===== src/rtl/it_state_if.sv =====
// Instruction-side bundle between the decode stage and the IT-block tracker.
// Decode drives the instruction/qualifier signals; the tracker returns IT status.
interface it_state_if;
  logic        inst_vld;
  logic [15:0] inst;
  logic        it;
  logic [7:0]  cond;
  logic        b;
  logic        flush;
  logic        in_it;
  logic [3:0]  cur_cond;
  logic        last_it;
  logic [2:0]  it_rem;
  logic [7:0]  itstate;
  logic        it_err;

  modport master (
    output inst_vld, inst, it, cond, b, flush,
    input  in_it, cur_cond, last_it, it_rem, itstate, it_err
  );

  modport slave (
    input  inst_vld, inst, it, cond, b, flush,
    output in_it, cur_cond, last_it, it_rem, itstate, it_err
  );
endinterface


===== src/rtl/it_state.sv =====
// Thumb IT-block tracker: holds ITSTATE and reports the condition, position and
// remaining length of the IT block for the instruction retiring this cycle.
module it_state (
  input  logic      clk,
  input  logic      rst_n,
  it_state_if.slave bus
);

  logic [7:0] itstate_q, itstate_d;
  logic       it_err_q, it_err_d;
  logic       in_it;
  logic       last_it;
  logic       legal;
  logic [7:0] adv;
  logic [2:0] it_rem;

  assign in_it   = (itstate_q[3:0] != 4'b0000);
  assign last_it = (itstate_q[3:0] == 4'b1000);
  assign legal   = (bus.cond[3:0] != 4'b0000) && (bus.cond[7:4] != 4'hF);

  // firstcond[3:1] stays put; firstcond[0] and the mask shift together
  assign adv = (itstate_q[2:0] == 3'b000) ? 8'h00
                                          : {itstate_q[7:5], itstate_q[3:0], 1'b0};

  always_comb begin
    it_rem = 3'd0;
    if (itstate_q[0])      it_rem = 3'd4;
    else if (itstate_q[1]) it_rem = 3'd3;
    else if (itstate_q[2]) it_rem = 3'd2;
    else if (itstate_q[3]) it_rem = 3'd1;
  end

  always_comb begin
    itstate_d = itstate_q;
    it_err_d  = 1'b0;
    if (bus.flush) begin
      itstate_d = 8'h00;
    end else if (bus.inst_vld) begin
      if (in_it) begin
        if (bus.it) begin
          // nested IT: abandon the enclosing block rather than load the new one
          it_err_d  = 1'b1;
          itstate_d = 8'h00;
        end else begin
          itstate_d = adv;
          if (bus.b && !last_it) it_err_d = 1'b1;
        end
      end else if (bus.it) begin
        if (legal) itstate_d = bus.cond;
        else       it_err_d  = 1'b1;
      end
    end
  end

  always_ff @(posedge clk or negedge rst_n) begin
    if (!rst_n) begin
      itstate_q <= 8'h00;
      it_err_q  <= 1'b0;
    end else begin
      itstate_q <= itstate_d;
      it_err_q  <= it_err_d;
    end
  end

  assign bus.in_it    = in_it;
  assign bus.cur_cond = in_it ? itstate_q[7:4] : 4'hE;
  assign bus.last_it  = last_it;
  assign bus.it_rem   = it_rem;
  assign bus.itstate  = itstate_q;
  assign bus.it_err   = it_err_q;

endmodule


===== src/flat_wrapper.sv =====
// flat-port wrapper written by rule: the top's interface ports become plain ports
module it_state_flat 
  (clk, rst_n, bus_inst_vld, bus_inst, bus_it, bus_cond, bus_b, bus_flush, bus_in_it, bus_cur_cond, bus_last_it, bus_it_rem, bus_itstate, bus_it_err);
  it_state_if bus_i ();
  input  logic clk;
  input  logic rst_n;
  input wire logic [$bits(bus_i.inst_vld)-1:0] bus_inst_vld;
  input wire logic [$bits(bus_i.inst)-1:0] bus_inst;
  input wire logic [$bits(bus_i.it)-1:0] bus_it;
  input wire logic [$bits(bus_i.cond)-1:0] bus_cond;
  input wire logic [$bits(bus_i.b)-1:0] bus_b;
  input wire logic [$bits(bus_i.flush)-1:0] bus_flush;
  output wire logic [$bits(bus_i.in_it)-1:0] bus_in_it;
  output wire logic [$bits(bus_i.cur_cond)-1:0] bus_cur_cond;
  output wire logic [$bits(bus_i.last_it)-1:0] bus_last_it;
  output wire logic [$bits(bus_i.it_rem)-1:0] bus_it_rem;
  output wire logic [$bits(bus_i.itstate)-1:0] bus_itstate;
  output wire logic [$bits(bus_i.it_err)-1:0] bus_it_err;
  assign bus_i.inst_vld = bus_inst_vld;
  assign bus_i.inst = bus_inst;
  assign bus_i.it = bus_it;
  assign bus_i.cond = bus_cond;
  assign bus_i.b = bus_b;
  assign bus_i.flush = bus_flush;
  assign bus_in_it = bus_i.in_it;
  assign bus_cur_cond = bus_i.cur_cond;
  assign bus_last_it = bus_i.last_it;
  assign bus_it_rem = bus_i.it_rem;
  assign bus_itstate = bus_i.itstate;
  assign bus_it_err = bus_i.it_err;
  it_state u_core (.clk(clk), .rst_n(rst_n), .bus(bus_i));
endmodule

===== config.mk =====
export PLATFORM = sky130hd
export DESIGN_NAME = it_state_flat
export DESIGN_NICKNAME = d
export VERILOG_FILES = /design/src/rtl/it_state_if.sv /design/src/rtl/it_state.sv /design/src/flat_wrapper.sv
export SDC_FILE = /design/constraint.sdc
export NUM_CORES = 1
export LEC_CHECK = 0
export BUFFER_PORTS_ARGS = -buffer_cell sky130_fd_sc_hd__buf_2
export CAP_MARGIN = 20
export CORE_MARGIN = 10
export CORE_UTILIZATION = 32
export DETAILED_ROUTE_END_ITERATION = 8
export PLACE_DENSITY = 0.77
export SYNTH_ARGS = -nofsm -noshare
export SYNTH_HDL_FRONTEND = slang
export SYNTH_SLANG_ARGS = --single-unit

===== constraint.sdc =====
create_clock -name clk -period 1.8 [get_ports clk]
set_input_delay 0.18 -clock clk [delete_from_list [all_inputs] [get_ports clk]]
set_output_delay 0.18 -clock clk [all_outputs]
set_load 0.02 [all_outputs]

Word level (Yosys, flattened, before mapping)
Index checks and enable logic that the tools add are counted.
Word-level totals
  bits of input ports: 30
  output and inout bits: 18
  logic and storage cells: 36
  flip-flop bits (word level): 9
Cells by class
  equal/unequal tests: 2
  reduce and logical (&&, ||, !) cells: 12
  mux-type cells: 19
Operators by type and width (count)
  $mux 8: 7
  $mux 3: 3
  $reduce_bool 3->1: 3
  $mux 1: 8
  $reduce_bool 4->1: 2
  $eq 4x4->1 const B: 1
  $mux 4: 1
  $ne 4x4->1 const B: 1
  $reduce_and 4->1: 1
  $logic_not 3->1: 1
  $reduce_and 3->1: 1
  $logic_and 1x1->1: 2
  $reduce_bool 2->1: 1
  $logic_not 1->1: 1

Longest topological paths before layout
Gate-level depths: netlist (run 1).
  depth in word-level cells: 8
  depth in mapped cells: 5
  depth with buffers taken out: 4

Worst setup path before layout (run 1)
Ideal clock, no wire load.
  path type: register to register
  from: register u_core.itstate_q[1] (netlist: u_core.bus.itstate[1])
  to: register u_core.itstate_q[5] (netlist: u_core.bus.itstate[5])
  required time: 1721 ps
  slack: -277 ps
  library setup time: 79 ps
  cell stages (with the launch flop): 5
  clock period less this slack: 2077 ps
  arrival: 1998 ps
  cells stage by stage: dfrtp_1 > nor4b_1 > o21ai_0 > a22oi_2 > mux2i_1
On the way
  word-level cells in the longest chain between the ends: 4
  elaborated cells between the ends (all ways): 9
  those cells by class: mux (3); reduce/logical (6)
RTL lines
  start, declared: RTL line it_state.sv:9  | logic [7:0] itstate_q, itstate_d;
  start signal, assigned: RTL line it_state.sv:60  | itstate_q <= itstate_d;
  $reduce_bool 4->1: RTL line it_state.sv:17  | assign in_it = (itstate_q[3:0] != 4'b0000);
  $mux 8: RTL line it_state.sv:39  | if (in_it) begin
  $mux 8: RTL line it_state.sv:38  | end else if (bus.inst_vld) begin
  $mux 8: RTL line it_state.sv:36  | if (bus.flush) begin
Parallel ways exist; a longest one is shown, timed or not. The select of a mux whose other input is x is not followed.
A chain may end at the register's enable or synchronous reset.

Worst setup path in the final report (run 1)
  from: register u_core.itstate_q[1] (netlist: u_core.bus.itstate[1])
  to: output bus_cur_cond[0]
On the way
  word-level cells in the longest chain between the ends: 2
RTL lines
  $reduce_bool 4->1: RTL line it_state.sv:17
  $mux 4: RTL line it_state.sv:66  | assign bus.cur_cond = in_it ? itstate_q[7:4] : 4'hE;
  end, declared: RTL line flat_wrapper.sv:14  | output wire logic [$bits(bus_i.cur_cond)-1:0] bus_cur_cond;
Every way passes these cells.

==> results of run 1 <==
-- worst min-delay path: cells and delay by family --
kind | cells | cell delay, ns
multiplexers | 1 | 0.06
AND/OR/NAND/NOR | 1 | 0.05
buffers and inverters | 1 | 0.10
-- registers in the layout, indices dropped and copies added, names as in the netlist --
register and flops:
u_core.bus.itstate 8, u_core.bus.it_err 1
-- how the worst max path moves through the flow --
stage | start | to | depth (start not counted)
final | u_core.bus.itstate[1]$_DFFE_PN0P_ | bus_cur_cond[0] | 3
after global routing | u_core.bus.itstate[1]$_DFFE_PN0P_ | u_core.bus.itstate[5]$_DFFE_PN0P_ | 5
after CTS | u_core.bus.itstate[1]$_DFFE_PN0P_ | bus_cur_cond[0] | 3
after detailed placement | u_core.bus.itstate[1]$_DFFE_PN0P_ | u_core.bus.itstate[5]$_DFFE_PN0P_ | 5
after global placement | u_core.bus.itstate[3]$_DFFE_PN0P_ | u_core.bus.itstate[5]$_DFFE_PN0P_ | 5
after floorplan | u_core.bus.itstate[3]$_DFFE_PN0P_ | u_core.bus.itstate[1]$_DFFE_PN0P_ | 5
-- cells in the final DEF, fill, tap and decap left out --
| master | netlist | layout |
|---|---|---|
| and2_4 | 0 | 1 |
| inv_1 | 6 | 6 |
| nor4b_2 | 0 | 1 |
| o21ai_2 | 1 | 1 |
| dfrtp_1 | 9 | 7 |
| mux2i_1 | 5 | 5 |
| dlygate4sd3_1 | 0 | 1 |
| clkbuf_1 | 0 | 1 |
| dfrtp_2 | 0 | 2 |
| a21oi_2 | 1 | 1 |
| nand2_1 | 9 | 9 |
| or4_4 | 0 | 1 |
| nor4b_1 | 2 | 1 |
| a22oi_2 | 1 | 1 |
| mux2_2 | 3 | 3 |
| a22o_1 | 2 | 2 |
| buf_6 | 1 | 2 |
| o21ai_0 | 1 | 1 |
| a22oi_1 | 1 | 1 |
| buf_4 | 1 | 5 |
| o41ai_1 | 1 | 1 |
| clkbuf_4 | 0 | 3 |
| nor2_4 | 1 | 1 |
| a32o_1 | 1 | 1 |
| nand4_1 | 1 | 1 |
| nor2_1 | 5 | 5 |
| buf_2 | 0 | 31 |
| a21oi_1 | 2 | 2 |
-- cells in the mapped netlist --
master / instances / share of area
nor2_1: 5 / 0.035
a22oi_2: 1 / 0.023
nand4_1: 1 / 0.012
a21oi_2: 1 / 0.016
o41ai_1: 1 / 0.016
nor4b_1: 2 / 0.032
buf_6: 1 / 0.021
buf_4: 1 / 0.014
dfrtp_1: 9 / 0.42
o21ai_2: 1 / 0.016
a32o_1: 1 / 0.018
and2_2: 1 / 0.014
nor2_4: 1 / 0.021
nand2_1: 9 / 0.062
inv_1: 6 / 0.042
a22oi_1: 1 / 0.014
a21oi_1: 2 / 0.018
o21ai_0: 1 / 0.0092
mux2i_1: 5 / 0.092
mux2_2: 3 / 0.062
or4_1: 1 / 0.014
a22o_1: 2 / 0.032
-- routing by layer --
layer | routed length (µm) | track usage | up-vias | part of all wire
met3 | 136 | 0.04321 | 2 | 0.079
li1 | - | - | 281 | -
met5 | 0 | 0 | - | 0
met1 | 739 | 0.1226 | 256 | 0.43
met4 | 16 | 0.02932 | 0 | 0.0093
met2 | 837 | 0.1553 | 17 | 0.48
-- metrics by stage --
stage / TNS (ns) / setup slack (ns) / hold slack [ns]
final: 0 / 0.05100 / 0.1726
after global routing: -0.03801 / -0.02806 / 0.1719
after CTS: 0 / 0.0001066 / 0.1705
after detailed placement: 0 / 0.06288 / 0.04896
after global placement: 0 / 0.08121 / 0.04126
after floorplan: -0.05461 / -0.01865 / -0.1156
-- report_power, final --
part           internal (W)  total, W  switching (W)
registers          0.000283  0.000325      0.0000427
logic              0.000475   0.00121       0.000734
clock network     0.0000854  0.000159      0.0000740
total              0.000843   0.00169       0.000851
-- kinds of logic after synthesis --
logic type	count (synthesis)
flip-flops	9
AND/OR/NAND/NOR	20
multiplexers	8
AO/OA/AOI/OAI	11
buffers and inverters	8
-- final cells by class --
type	instances	area, µm²
clock buffers	4	26.28
flip-flops and latches	9	227.7
inverters	6	22.52
fillers	148	750.7
well taps	16	20.02
multi-input cells	39	286.5
repair buffers	39	225.2
-- timing repair --
item	in CTS	in global routing
setup endpoints to repair	4	4
hold buffers	1	0
endpoints found under the hold margin	9	0
pin swaps	1	2
cloned	0	0
setup buffers	1	0
resized for setup	1	3
==> impl_metrics.ini, run 1 <==
[worst_hold_path]
hold_class = in -> reg
holdPathStages = 3
worstHoldStart = bus_cond[7]
hold_end = u_core.bus.itstate[7]$_DFFE_PN0P_

[power_and_ir_drop]
p_leak_nw = 0.4512
ir_drop_v = 0.0007642
powerDensity_nw_per_um2 = 2096
power_w = 0.001694

[sta]
fin_crit_sh = 0.9717
timing.fmax_ghz = 0.5718
period_needed_ns = 1.749
maxSlewViolCount = 0
hold_viol = 0
worstMarginPinSlew_ns = 0.3167
setup_violations = 0
maxSlewHeadroom = 0.7888
rsz0062_at_grt = true
clock_skew_ns = 0.0008016

[logic_synthesis]
synthXorXnorAreaFrac = 0
synth_nets = 86
synth_compound_area_frac = 0.1640
muxShareOfSynthArea = 0.1547
ys_types = 22
yosys_warnings = 0
synth_top_family_by_area = simple AND/OR/NAND/NOR gates
synth_area_um2 = 541.8
synth-seq-cells = 9
synth_fa_ha_area_frac = 0
avgSynthCellArea_um2 = 9.674
synthCells = 56
synthSimpleGateAreaFrac = 0.1894
ys_seq_area_frac = 0.4157

[clocking]
cts_tree = yes
clkTransAtPathRegs_ns = 0.07
numClockSinks = 9
htree_levels = 1
clk_path_buf_depth = 2
clk_latency_ns = 0.25
cts_buffers = 3
root_buffer = clkbuf_4

[worst_setup_path]
critPathKind = reg -> out
arrival_ns = 1.57
crit_family = simple AND/OR/NAND/NOR gates
end_kind = output pin
rr_startpoint = u_core.bus.itstate[1]$_DFFE_PN0P_
crit_chain = or4_4 -> and2_4 -> buf_2
crit_fanout = 7
critPathRequiredTime_ns = 1.62
start_kind = flop
timing.rr.end = u_core.bus.itstate[5]$_DFFE_PN0P_
worst-path-buf-inv = 1
cpMaxStageDelayCell = or4_4
slowest_delay_ns = 0.58
reg2reg_slack_ns = 0.05
r2r_cells = 5

[routing]
wire_per_inst_um = 15.30
viasPerCell = 4.920
drt_iter0_drc = 11
drcViolationCount = 0
ant_nets = 0
wl_um = 1729
vias = 556
dr.pass1.iters = 3

[cells_and_area]
finish.utilization = 0.5185
design_area_um2 = 808.3
diodes = 0
area_growth_pct = 49.19
fin_cells = 113
fin_nets = 128
final_layout_size_suffix_gt1_frac = 0.5464

[grt]
grtUsageTotal = 0.1001
grt_overflow = 0
grt_pass1_vias = 591
antenna_found_initial = 0
grt_start_max_net_pins = 10
grt_first_pass_wirelength_um = 2815

[place]
port_buffers = 31
dp.cells = 108
dpl_cell_area_um2 = 759.5
gp_congestion = 0.8394
dp_hpwl_um = 1394

[outcome]
status = finished, final reports clean

[floorplan]
rows = 14
fp.dieH_um = 61.15
core_um2 = 1559
initial_utilization = 0.3475
pin_count = 48
die-area_um2 = 3739
die_w_um = 61.15

[flow_run]
cap_viol_max_count = 0
Power figures use the tool's default switching activity.
==> run 2, diff against run 1 <==
- ABC_AREA: not set -> 1
- CORE_UTILIZATION: 32 -> 35
==> impl_metrics.ini, run 2 <==
[sta]
maxSlewHeadroom = 0.7333
fin_tns_setup_ns = 0
period_needed_ns = 1.650
setup_violations = 0
timing.fmax_ghz = 0.6061
rsz0062_at_grt = false
worstMarginPinSlew_ns = 0.4000
clock_skew_ns = 0.004054
fin_ws_ns = 0.1500
fin_crit_sh = 0.9166
maxSlewViolCount = 0
hold_viol = 0

[cells_and_area]
fillCellCount = 196
largest_reg_flops = 8
final_common_cell = nand2_1
final_layout_size_suffix_gt1_frac = 0.3643
diodes = 0
area_growth_pct = 31.34
fin_nets = 160
mostFrequentLayoutCells = 32 x nand2_1, 31 x buf_2, 12 x nand4_1

[worst_setup_path]
cpMaxStageDelayCell = dfrtp_1
arrival_ns = 1.47
critPathRequiredTime_ns = 1.62
start_kind = flop
crit_chain = nor2_4 -> nand2_4 -> inv_2 -> or2_2 -> buf_2
crit_fanout = 6
slowest_delay_ns = 0.48
critPathKind = reg -> out
end_kind = output pin

[power_and_ir_drop]
powerDensity_nw_per_um2 = 1842
ir_drop_v = 0.0008372
p_leak_nw = 0.5533

[logic_synthesis]
synth-seq-cells = 9
yosys-top-cells-area = dfrtp_1 34%, nand2_1 18%, nand4_1 11%
yosys.area.top_type_share = 0.3358
ys_types = 18
synth_top_area_cell = dfrtp_1
synthArstFlopShare = 1.000
synthCells = 95
avgSynthCellArea_um2 = 7.059
yosysMostFrequentCell = nand2_1
yosys-top-cells-count = 32 x nand2_1, 12 x nand4_1, 11 x inv_1
synth_area_um2 = 670.6
synth_edf_count = 0
ys_seq_area_frac = 0.3358
yosys_warnings = 0
synth-main-ff-cell = dfrtp_1
synth_nets = 125

[floorplan]
pin_count = 48
die-area_um2 = 4067
fp.dieH_um = 63.78
die_w_um = 63.78
rows = 15
core_um2 = 1764
initial_utilization = 0.3801

[outcome]
status = finished, final reports clean

[routing]
wl_um = 1945
drcViolationCount = 0
drt_iter0_drc = 17
viasPerCell = 4.760
dr.pass1.iters = 4
wire_per_inst_um = 12.63
vias = 733
ant_nets = 0

[clocking]
cts_tree = yes
post_cts_buffers = 0
root_buffer = clkbuf_4
clkTransAtPathRegs_ns = 0.06
clk_latency_ns = 0.27
numClockSinks = 9
htree_levels = 1
cts_buffers = 3
clk_path_buf_depth = 2

[flow_run]
cap_viol_max_count = 0

[grt]
grt_first_pass_wirelength_um = 3160
grt_overflow = 0
grt_start_max_net_pins = 11
antenna_found_initial = 0
grtUsageTotal = 0.09561
grt_pass1_vias = 726

[place]
gp_congestion = 0.8232
dp_hpwl_um = 1574
post-place-ws_ns = 0.4336
port_buffers = 31

[worst_hold_path]
hold_class = in -> reg
==> run 2: changes by cell type after synthesis, sizes merged, moves of 2 or more <==
| cell | change |
|---|---|
| nand2 | +26 |
| nand4 | +11 |
| inv | +6 |
| mux2i | -5 |
| nand3 | +5 |
| nor2 | +5 |
| or2 | +4 |
| mux2 | -3 |
| a22o | -2 |
| a22oi | -2 |
| nor4b | -2 |
| o21ai | -2 |
==> run 2: cell type report <==
type	count	area, µm²	area share
multi-input cells	72	387.9	0.4403
clock buffers	4	26.28	0.02983
repair buffers	32	165.2	0.1875
well taps	25	31.28	0.03551
flip-flops and latches	9	225.2	0.2557
inverters	12	45.04	0.05114
==> run 2: what timing repair did <==
item | CTS | global route
endpoints found under the hold margin | 9 | 0
hold buffers | 1 | 0
resized for setup | 0 | 0
==> run 2: logic make-up (layout without fill, tap and decap cells) <==
logic type	after synthesis	count (layout)	synth area share
and+or+nand+nor	68	68	0.5485
DFF	9	9	0.3358
buffers and inverters	14	48	0.08581
AOI/OAI and AO/OA	4	4	0.02985
==> run 2: path summary, 6_finish.rpt <==
path	start	end	slack [ns]	depth (start not counted)
worst max-delay path	u_core.bus.itstate[3]$_DFFE_PN0P_	bus_cur_cond[1]	0.15	5
min in group asynchronous	rst_n	u_core.bus.itstate[1]$_DFFE_PN0P_	0.29	2
max in group asynchronous	rst_n	u_core.bus.itstate[5]$_DFFE_PN0P_	1.33	2
worst max register to register	u_core.bus.itstate[1]$_DFFE_PN0P_	u_core.bus.itstate[5]$_DFFE_PN0P_	0.45	6
worst min register to register	u_core.bus.itstate[6]$_DFFE_PN0P_	u_core.bus.itstate[6]$_DFFE_PN0P_	0.49	2
worst min-delay path	bus_inst_vld	u_core.bus.it_err$_DFF_PN0_	0.16	3
==> run 2: critical path, delay by kind of cell (launching register included) <==
family                 cells  cell delay, ns
and+or+nand+nor            3            0.48
DFF                        1            0.48
buffers and inverters      2            0.23
==> run 2: power by group <==
part / leakage, nW / switching [W] / internal [W]
combinational: 0.417 / 0.000725 / 0.000364
sequential: 0.121 / 0.0000950 / 0.000273
clock: 0.0150 / 0.0000805 / 0.0000859
==> run 2: routing by layer <==
layer | global-route usage | vias up | wire (µm)
met3 | 0.04355 | 4 | 143
met1 | 0.1002 | 333 | 832
li1 | - | 378 | -
met4 | 0.04918 | 0 | 27
met2 | 0.1583 | 18 | 941
met5 | 0 | - | 0
==> run 2: stage by stage <==
step	utilization	hold slack, ns	instance area [µm²]	total power (W)	std cells
after floorplan	-	-0.1156	670.6	0.001139	95
after global placement	0.4787	0.04045	844.6	0.001456	149
after detailed placement	0.4787	0.04414	844.6	0.001475	149
after CTS	0.4993	0.1477	880.8	0.001650	154
after global routing	0.4993	0.1467	880.8	0.001758	154
final	0.4993	0.1607	880.8	0.001623	154
